### src/rtl/gpio_packet_shifter.sv
// rtl/gpio_packet_shifter.sv - serial packet capture and SRAM readback shifter; optional frame parity via PARITY_CHECK_EN
module gpio_packet_shifter #(
    parameter int PKT_W = 56,
    parameter int RD_W  = 32
) (
    input  logic             clk_in,
    input  logic             rst,
    input  logic             sdi,
    input  logic             sin_en,
    input  logic             sout_req,
    input  logic [RD_W-1:0]  sram_data,
    output logic [PKT_W-1:0] gpio_packet,
    output logic             packet_valid,
    output logic             sdo,
    output logic             sout_busy,
    output logic             parity_err
);

`ifdef PARITY_CHECK_EN
    localparam int FRAME_LEN = PKT_W + 1;
`else
    localparam int FRAME_LEN = PKT_W;
`endif
    // Counter spans up to PKT_W+1 regardless of build so it can never wrap.
    localparam int CNT_W  = $clog2(PKT_W + 2);
    localparam int OCNT_W = $clog2(RD_W + 1);

    typedef enum logic [1:0] {IDLE, SHIFT_IN, SHIFT_OUT} state_t;

    state_t            state;
    state_t            state_nxt;
    logic [CNT_W-1:0]  bit_cnt;
    logic [OCNT_W-1:0] out_cnt;
    logic [PKT_W-1:0]  in_sreg;
    logic [RD_W-1:0]   out_sreg;
    logic              last_bit;
    logic              last_out;
    logic              frame_ok;
    logic [PKT_W-1:0]  frame_data;

    assign last_bit = (state == SHIFT_IN) && sin_en && (bit_cnt == CNT_W'(FRAME_LEN - 1));
    assign last_out = (state == SHIFT_OUT) && (out_cnt == OCNT_W'(RD_W - 1));

`ifdef PARITY_CHECK_EN
    // The final bit is the parity bit itself; data bits are already in in_sreg.
    assign frame_data = in_sreg;
    assign frame_ok   = (^in_sreg) ^ sdi;
`else
    // The final bit is the data LSB and is merged straight into the packet.
    assign frame_data = {in_sreg[PKT_W-2:0], sdi};
    assign frame_ok   = 1'b1;
`endif

    // State register
    always_ff @(posedge clk_in) begin
        if (rst) begin
            state <= IDLE;
        end else begin
            state <= state_nxt;
        end
    end

    // Next-state decode; serial input wins over a simultaneous readback request
    always_comb begin
        state_nxt = state;
        case (state)
            IDLE: begin
                if (sin_en) begin
                    state_nxt = SHIFT_IN;
                end else if (sout_req) begin
                    state_nxt = SHIFT_OUT;
                end
            end
            SHIFT_IN: begin
                if (last_bit) begin
                    state_nxt = IDLE;
                end
            end
            SHIFT_OUT: begin
                if (last_out) begin
                    state_nxt = IDLE;
                end
            end
            default: state_nxt = IDLE;
        endcase
    end

    // Readback outputs are driven only while shifting out
    always_comb begin
        sout_busy = (state == SHIFT_OUT);
        sdo       = (state == SHIFT_OUT) ? out_sreg[RD_W-1] : 1'b0;
    end

    // Shift registers, counters and the registered packet/strobe outputs
    always_ff @(posedge clk_in) begin
        if (rst) begin
            bit_cnt      <= '0;
            out_cnt      <= '0;
            in_sreg      <= '0;
            out_sreg     <= '0;
            gpio_packet  <= '0;
            packet_valid <= 1'b0;
            parity_err   <= 1'b0;
        end else begin
            packet_valid <= 1'b0;
            parity_err   <= 1'b0;
            case (state)
                IDLE: begin
                    if (sin_en) begin
                        in_sreg <= {{(PKT_W-1){1'b0}}, sdi};
                        bit_cnt <= CNT_W'(1);
                    end else if (sout_req) begin
                        out_sreg <= sram_data;
                        out_cnt  <= '0;
                    end
                end
                SHIFT_IN: begin
                    if (last_bit) begin
                        bit_cnt <= '0;
                        if (frame_ok) begin
                            gpio_packet  <= frame_data;
                            packet_valid <= 1'b1;
                        end else begin
                            parity_err <= 1'b1;
                        end
                    end else if (sin_en) begin
                        in_sreg <= {in_sreg[PKT_W-2:0], sdi};
                        bit_cnt <= bit_cnt + CNT_W'(1);
                    end
                end
                SHIFT_OUT: begin
                    out_sreg <= {out_sreg[RD_W-2:0], 1'b0};
                    out_cnt  <= last_out ? '0 : out_cnt + OCNT_W'(1);
                end
                default: begin
                    bit_cnt <= '0;
                    out_cnt <= '0;
                end
            endcase
        end
    end

endmodule

### config.mk
export PLATFORM = sky130hd
export DESIGN_NAME = gpio_packet_shifter
export DESIGN_NICKNAME = d
export VERILOG_FILES = /design/src/rtl/gpio_packet_shifter.sv
export SDC_FILE = /design/constraint.sdc
export NUM_CORES = 1
export LEC_CHECK = 0
export CORE_AREA = 2 2 124 126
export CTS_BUF_LIST = sky130_fd_sc_hd__clkbuf_2
export DETAILED_ROUTE_END_ITERATION = 6
export DIE_AREA = 0 0 126 128
export HOLD_SLACK_MARGIN = 0.03
export SETUP_SLACK_MARGIN = 0.5
export SYNTH_ARGS = -nofsm -noshare
export SYNTH_HDL_FRONTEND = slang
export SYNTH_SLANG_ARGS = --single-unit
### constraint.sdc
create_clock -name clk_in -period 1.63 [get_ports clk_in]
set_input_delay 0.326 -clock clk_in [delete_from_list [all_inputs] [get_ports clk_in]]
set_output_delay 0.326 -clock clk_in [all_outputs]
set_load 0.01 [all_outputs]
# Word-level counts from Yosys, hierarchy flattened
# Index checks and enable logic that the tools add are counted.
[totals] word_cells=59 reg_bits=158 input_bits=37
[classes] muxes=22 bitwise_logic=2 eq_ne=13 n_reduce_logical=13 add_sub_neg=2
[op_table] cell="$mux W55" count=3
[op_table] cell="$pmux W55 S2" count=1
[op_table] cell="$mux W32" count=2
[op_table] cell="$pmux W32 S2" count=1
[op_table] cell="$mux W6" count=6
[op_table] cell="$pmux W6 S3" count=2
[op_table] cell="$add A6 B1 Y6 const B" count=2
[op_table] cell="$ne A2 B2 Y1 const B" count=6
[op_table] cell="$reduce_and A3 Y1" count=4
[op_table] cell="$mux W2" count=4
[op_table] cell="$eq A6 B5 Y1 const B" count=1
[op_table] cell="$eq A6 B6 Y1 const B" count=1
[op_table] cell="$ne A3 B3 Y1 const B" count=2
[op_table] cell="$pmux W2 S3" count=1
[op_table] cell="$reduce_and A4 Y1" count=1
[op_table] cell="$reduce_bool A2 Y1" count=2
[op_table] cell="$logic_and A1 B1 Y1" count=3
[op_table] cell="$eq A2 B1 Y1 const B" count=1
[op_table] cell="$eq A2 B2 Y1 const B" count=1
[op_table] cell="$logic_not A2 Y1" count=1
[op_table] cell="$mux W1" count=2
[op_table] cell="$ne A2 B1 Y1 const B" count=1
[op_table] cell="$not A1 Y1" count=2
[op_table] cell="$reduce_and A2 Y1" count=1
[op_table] cell="$reduce_or A2 Y1" count=1

# Longest topological paths before layout
[depth] depth_word=5 depth_mapped=7 mapped_depth_nobuf=5

# Least setup slack after synthesis
# No wires, ideal clock.
[synth_timing] kind="register -> register" from="register bit_cnt[0]" to="register gpio_packet[10]" required_time_ns=1.498 path_slack_ns=-0.068 arrival_ns=1.565 setup_ns=0.132 stages_incl_launch_ff=8 cell_sequence="dfxtp_1 -> ha_1 -> nand4b_1 -> or3_1 -> buf_2 -> buf_2 -> nand2_1 -> a21oi_1"
[synth_via] elab_chain_cells=3
[synth_rtl] item="from (decl)" line_no="32" text="logic [CNT_W-1:0] bit_cnt;"
[synth_rtl] item="from (signal assigned)" line_no="128" text="bit_cnt <= bit_cnt + CNT_W'(1);"
[synth_rtl] item="$eq A6 B6 Y1" line_no="41" text="assign last_bit = (state == SHIFT_IN) && sin_en && (bit_cnt == CNT_W'(FRAME_LEN - 1));"
[synth_rtl] item="$logic_and A1 B1 Y1" line_no="41"
[synth_rtl] item="$reduce_and A2 Y1 (no source line)"
[synth_rtl] item="to (signal assigned)" line_no="121" text="gpio_packet <= frame_data;"
[synth_rtl] item="to (decl)" line_no="12" text="output logic [PKT_W-1:0] gpio_packet,"
# Every way passes these cells.
# A chain may end at the register's enable or synchronous reset.

# Worst setup path in the final report
[layout_timing] from="register state[1]" to="register gpio_packet[48]"
[layout_via] elab_chain_cells=4
[layout_rtl] item="from (decl)" line_no="30" text="state_t state;"
[layout_rtl] item="from (signal assigned)" line_no="59" text="state <= state_nxt;"
[layout_rtl] item="$eq A2 B1 Y1 (*)" line_no="41, 107"
[layout_rtl] item="$logic_and A1 B1 Y1 (2 in series)" line_no="41"
[layout_rtl] item="$reduce_and A2 Y1 (no source line) (*)"
# Every way passes the cells marked *; elsewhere a longest branch is shown, timed or not.

==> metrics.yaml <==
n_fill_cell: 1181
synthArstFlopShare_pct: 0
min_path_type: "in2reg"
rows: 45
synth_area_mm2: 0.00576
syn_nets: 683
final_util_pct: 64.0
finalSetupViolations: 141
layout-drive-gt1-share_pct: 43.6
setup_slack_ns: -0.348
yosysWarnings: 0
place_area_mm2: 0.00708
hold_path_end: "in_sreg[53]"
finalMaxSlewViolations: 0
die_h_um: 128
wl_met2_um: 9320
place_ws_ns: -0.573
critPathLaunch: "state[1]"
multi_input_area_mm2: 0.00281
end_kind: "register"
ios: 97
whs_path_depth: 3
grt_pass1_wl_um: 28100
antenna_left: 0
cts_max_path_buffers: 2
post-route-min-period_ns: 1.98
worst-r2r-cell-count: 12
dp_cells: 905
slew_headroom_pct: 64.0
synth.distinct_cells: 42
io_buffers: 95
peakVddDrop_v: 0.000344
synth_edf_count: 0
clock_latency_ns: 0.77
antenna_found_initial: 1
grt_pass1_vias: 5507
synth_area_leaders: "dfxtp_1 (55%), nand2_1 (12%), a22o_1 (8.2%), a21oi_1 (5.7%), a311oi_1 (4.7%)"
start_util_pct: 38.8
hp-start: "rst"
p_total_mw: 7.15
reg2reg_slack_ns: -0.35
fin_nets: 881
wl_per_cell_um: 17.5
die_x_um: 126
drt_iter0_markers: 313
cts_tree: "done"
cts_buffers: 17
overflow: 0
violations: "negative setup slack"
slowest_stage: "dfxtp_2"
path_max_fanout: 7
wl_met3_um: 934
final.setup_skew_ns: 0.0420
seq_area_frac_synth_pct: 54.9
path_class: "reg2reg"
maxUsedRoutingLayer: "met4"
synth-main-ff-cell: "dfxtp_1"
seq_area_mm2: 0.00324
syn_inst: 644
p_per_area_mw_per_mm2: 752
fin_cells: 1044
required_ns: 2.31
cts-root-buf: "clkbuf_2"
cts.sinks: 158
status: "finished with violations"
die_area_mm2: 0.0161
synth-seq-cells: 158
critPathArrivalTime_ns: 2.66
avgSynthCellArea_um2: 8.95
finalWirelength_um: 18200
htree_num_levels: 4
drv_cap: 0
min_period_over_period_pct: 121
fmax_ghz: 0.505
critPathMaxStageDelay_ns: 0.38
final_area_mm2: 0.00951
grt_usage_pct: 21.8
hold_viol_final: 0
drcViolationCount: 0
crit_top_cell: "buf_6"
routabilityCongestion: 0.744
synth_top_cell_area_share_pct: 54.9
regToRegEndpoint: "gpio_packet[48]"
syn2layout_area_growth_pct: 65.0
vias_per_cell: 5.36
grt_max_degree: 58
dr.pass1.iters: 4
yosys.area.top_type: "dfxtp_1"
hpwl_um: 8100
clk_pin_slew_ns: 0.28
vias: 5599
drt-met1-wl_um: 7730
rsz0062_at_grt: "yes"
reg2reg_from: "state[1]"
crit_chain: "buf_6 > buf_6 > nand3b_1 > buf_4 > buf_6 > nor3_4 > buf_6 > buf_6 > buf_12 > buf_16 > nand2_1 > a21oi_1"
p_leak_nw: 3.79
core_area_mm2: 0.0149
worstMarginPinSlew_ns: 0.541
start_kind: "register"
[logic make-up after synthesis]
logic type | count (synthesis) | synth area share (%)
XOR/XNOR | 2 | 0.304
buffers and inverters | 56 | 4.62
flip-flops | 158 | 54.9
AND/OR/NAND/NOR | 252 | 17.9
AO/OA/AOI/OAI | 170 | 21.2
multiplexers | 3 | 0.521
other | 1 | 0.0651
adder cells (fa/ha/maj) | 2 | 0.434
[state kept, by name, summed over array words and instances (netlist names)]
| register | flops |
|---|---|
| gpio_packet | 56 |
| in_sreg | 55 |
| out_sreg | 32 |
| bit_cnt | 6 |
| out_cnt | 6 |
| state | 2 |
| packet_valid | 1 |
[cell type report]
cell class,instances,area share (%)
well taps,188,2.47
repair buffers,228,31.3
inverters,4,0.263
diodes,1,0.0263
flip-flops and latches,158,34.1
multi-input cells,433,29.5
clock inverters,15,1.47
clock buffers,17,0.895
[where the power goes]
| group | internal, mW | total, mW | switching [mW] | leakage (nW) |
|---|---|---|---|---|
| combinational | 0.580 | 1.06 | 0.476 | 2.35 |
| clock | 0.571 | 2.08 | 1.50 | 0.129 |
| sequential | 3.96 | 4.02 | 0.0594 | 1.31 |
| total | 5.11 | 7.15 | 2.04 | 3.79 |
[synthesized netlist by cell type, types with 2 or more instances]
cell / n
a21oi_1: 66
a22o_1: 54
a311oi_1: 31
a31oi_1: 5
a41oi_1: 2
and3_1: 2
buf_1: 2
buf_2: 27
buf_4: 2
buf_6: 2
clkbuf_1: 19
dfxtp_1: 158
ha_1: 2
inv_1: 2
inv_2: 2
mux2i_1: 3
nand2_1: 178
nand2b_1: 8
nand3_1: 8
nor2_1: 42
nor3_1: 2
o21ai_0: 4
or3_1: 3
xor2_1: 2
[worst max path at each step]
stage          cells after the start         endpoint  slack, ns
2_1_floorplan                      7  gpio_packet[10]       0.08
3_3_place_gp                       5      in_sreg[32]      -0.53
3_5_place_dp                       5      in_sreg[39]      -0.57
4_1_cts                            5              sdo      -0.32
5_1_grt                           12   gpio_packet[1]      -0.45
6_report                          12  gpio_packet[48]      -0.35
[cells in the final DEF (no fill, tap or decap), types with 5 or more instances in the layout]
master,netlist,final
nand2_1,178,159
dfxtp_1,158,98
buf_6,2,97
dfxtp_2,0,59
a22o_1,54,54
a21oi_1,66,45
buf_4,2,45
clkdlybuf4s50_1,0,35
nor2_1,42,31
buf_16,0,25
buf_12,0,21
a21oi_2,0,20
a311oi_1,31,19
clkbuf_2,0,17
a311oi_2,0,12
nand2_2,0,10
nand2_4,0,9
nor2_2,0,8
nand3_1,8,8
nor2_4,1,7
clkinv_4,0,6
nand2b_1,8,5
[critical path: cells and delay by family (launching register included)]
family | cells | cell delay (ns)
AOI/OAI and AO/OA | 1 | 0.11
and+or+nand+nor | 3 | 0.45
DFF | 1 | 0.38
buffers and inverters | 8 | 0.99
[what timing repair did]
| action | CTS | global route |
|---|---|---|
| buffers inserted | 60 | 16 |
| hold buffers | 0 | 0 |
| cloned | 28 | 2 |
| resized for setup | 449 | 77 |
| endpoints found under the setup margin | 217 | 217 |
| pin swaps | 44 | 52 |
| endpoints found under the hold margin | 0 | 0 |
[stage by stage]
step | TNS (ns) | hold WS, ns
CTS | -20.34 | 0.0714
finish | -24.49 | 0.103
global route | -35.64 | 0.0341
detailed placement | -63.40 | 0.445
global placement | -59.72 | 0.440
floorplan | 0 | 0.429
[metal layers]
metal	up-vias	global-route usage, %
li1	2658	-
met1	2769	26.6
met2	148	37.3
met3	24	5.68
met4	0	7.37
met5	-	0
Power figures use the tool's default switching activity.
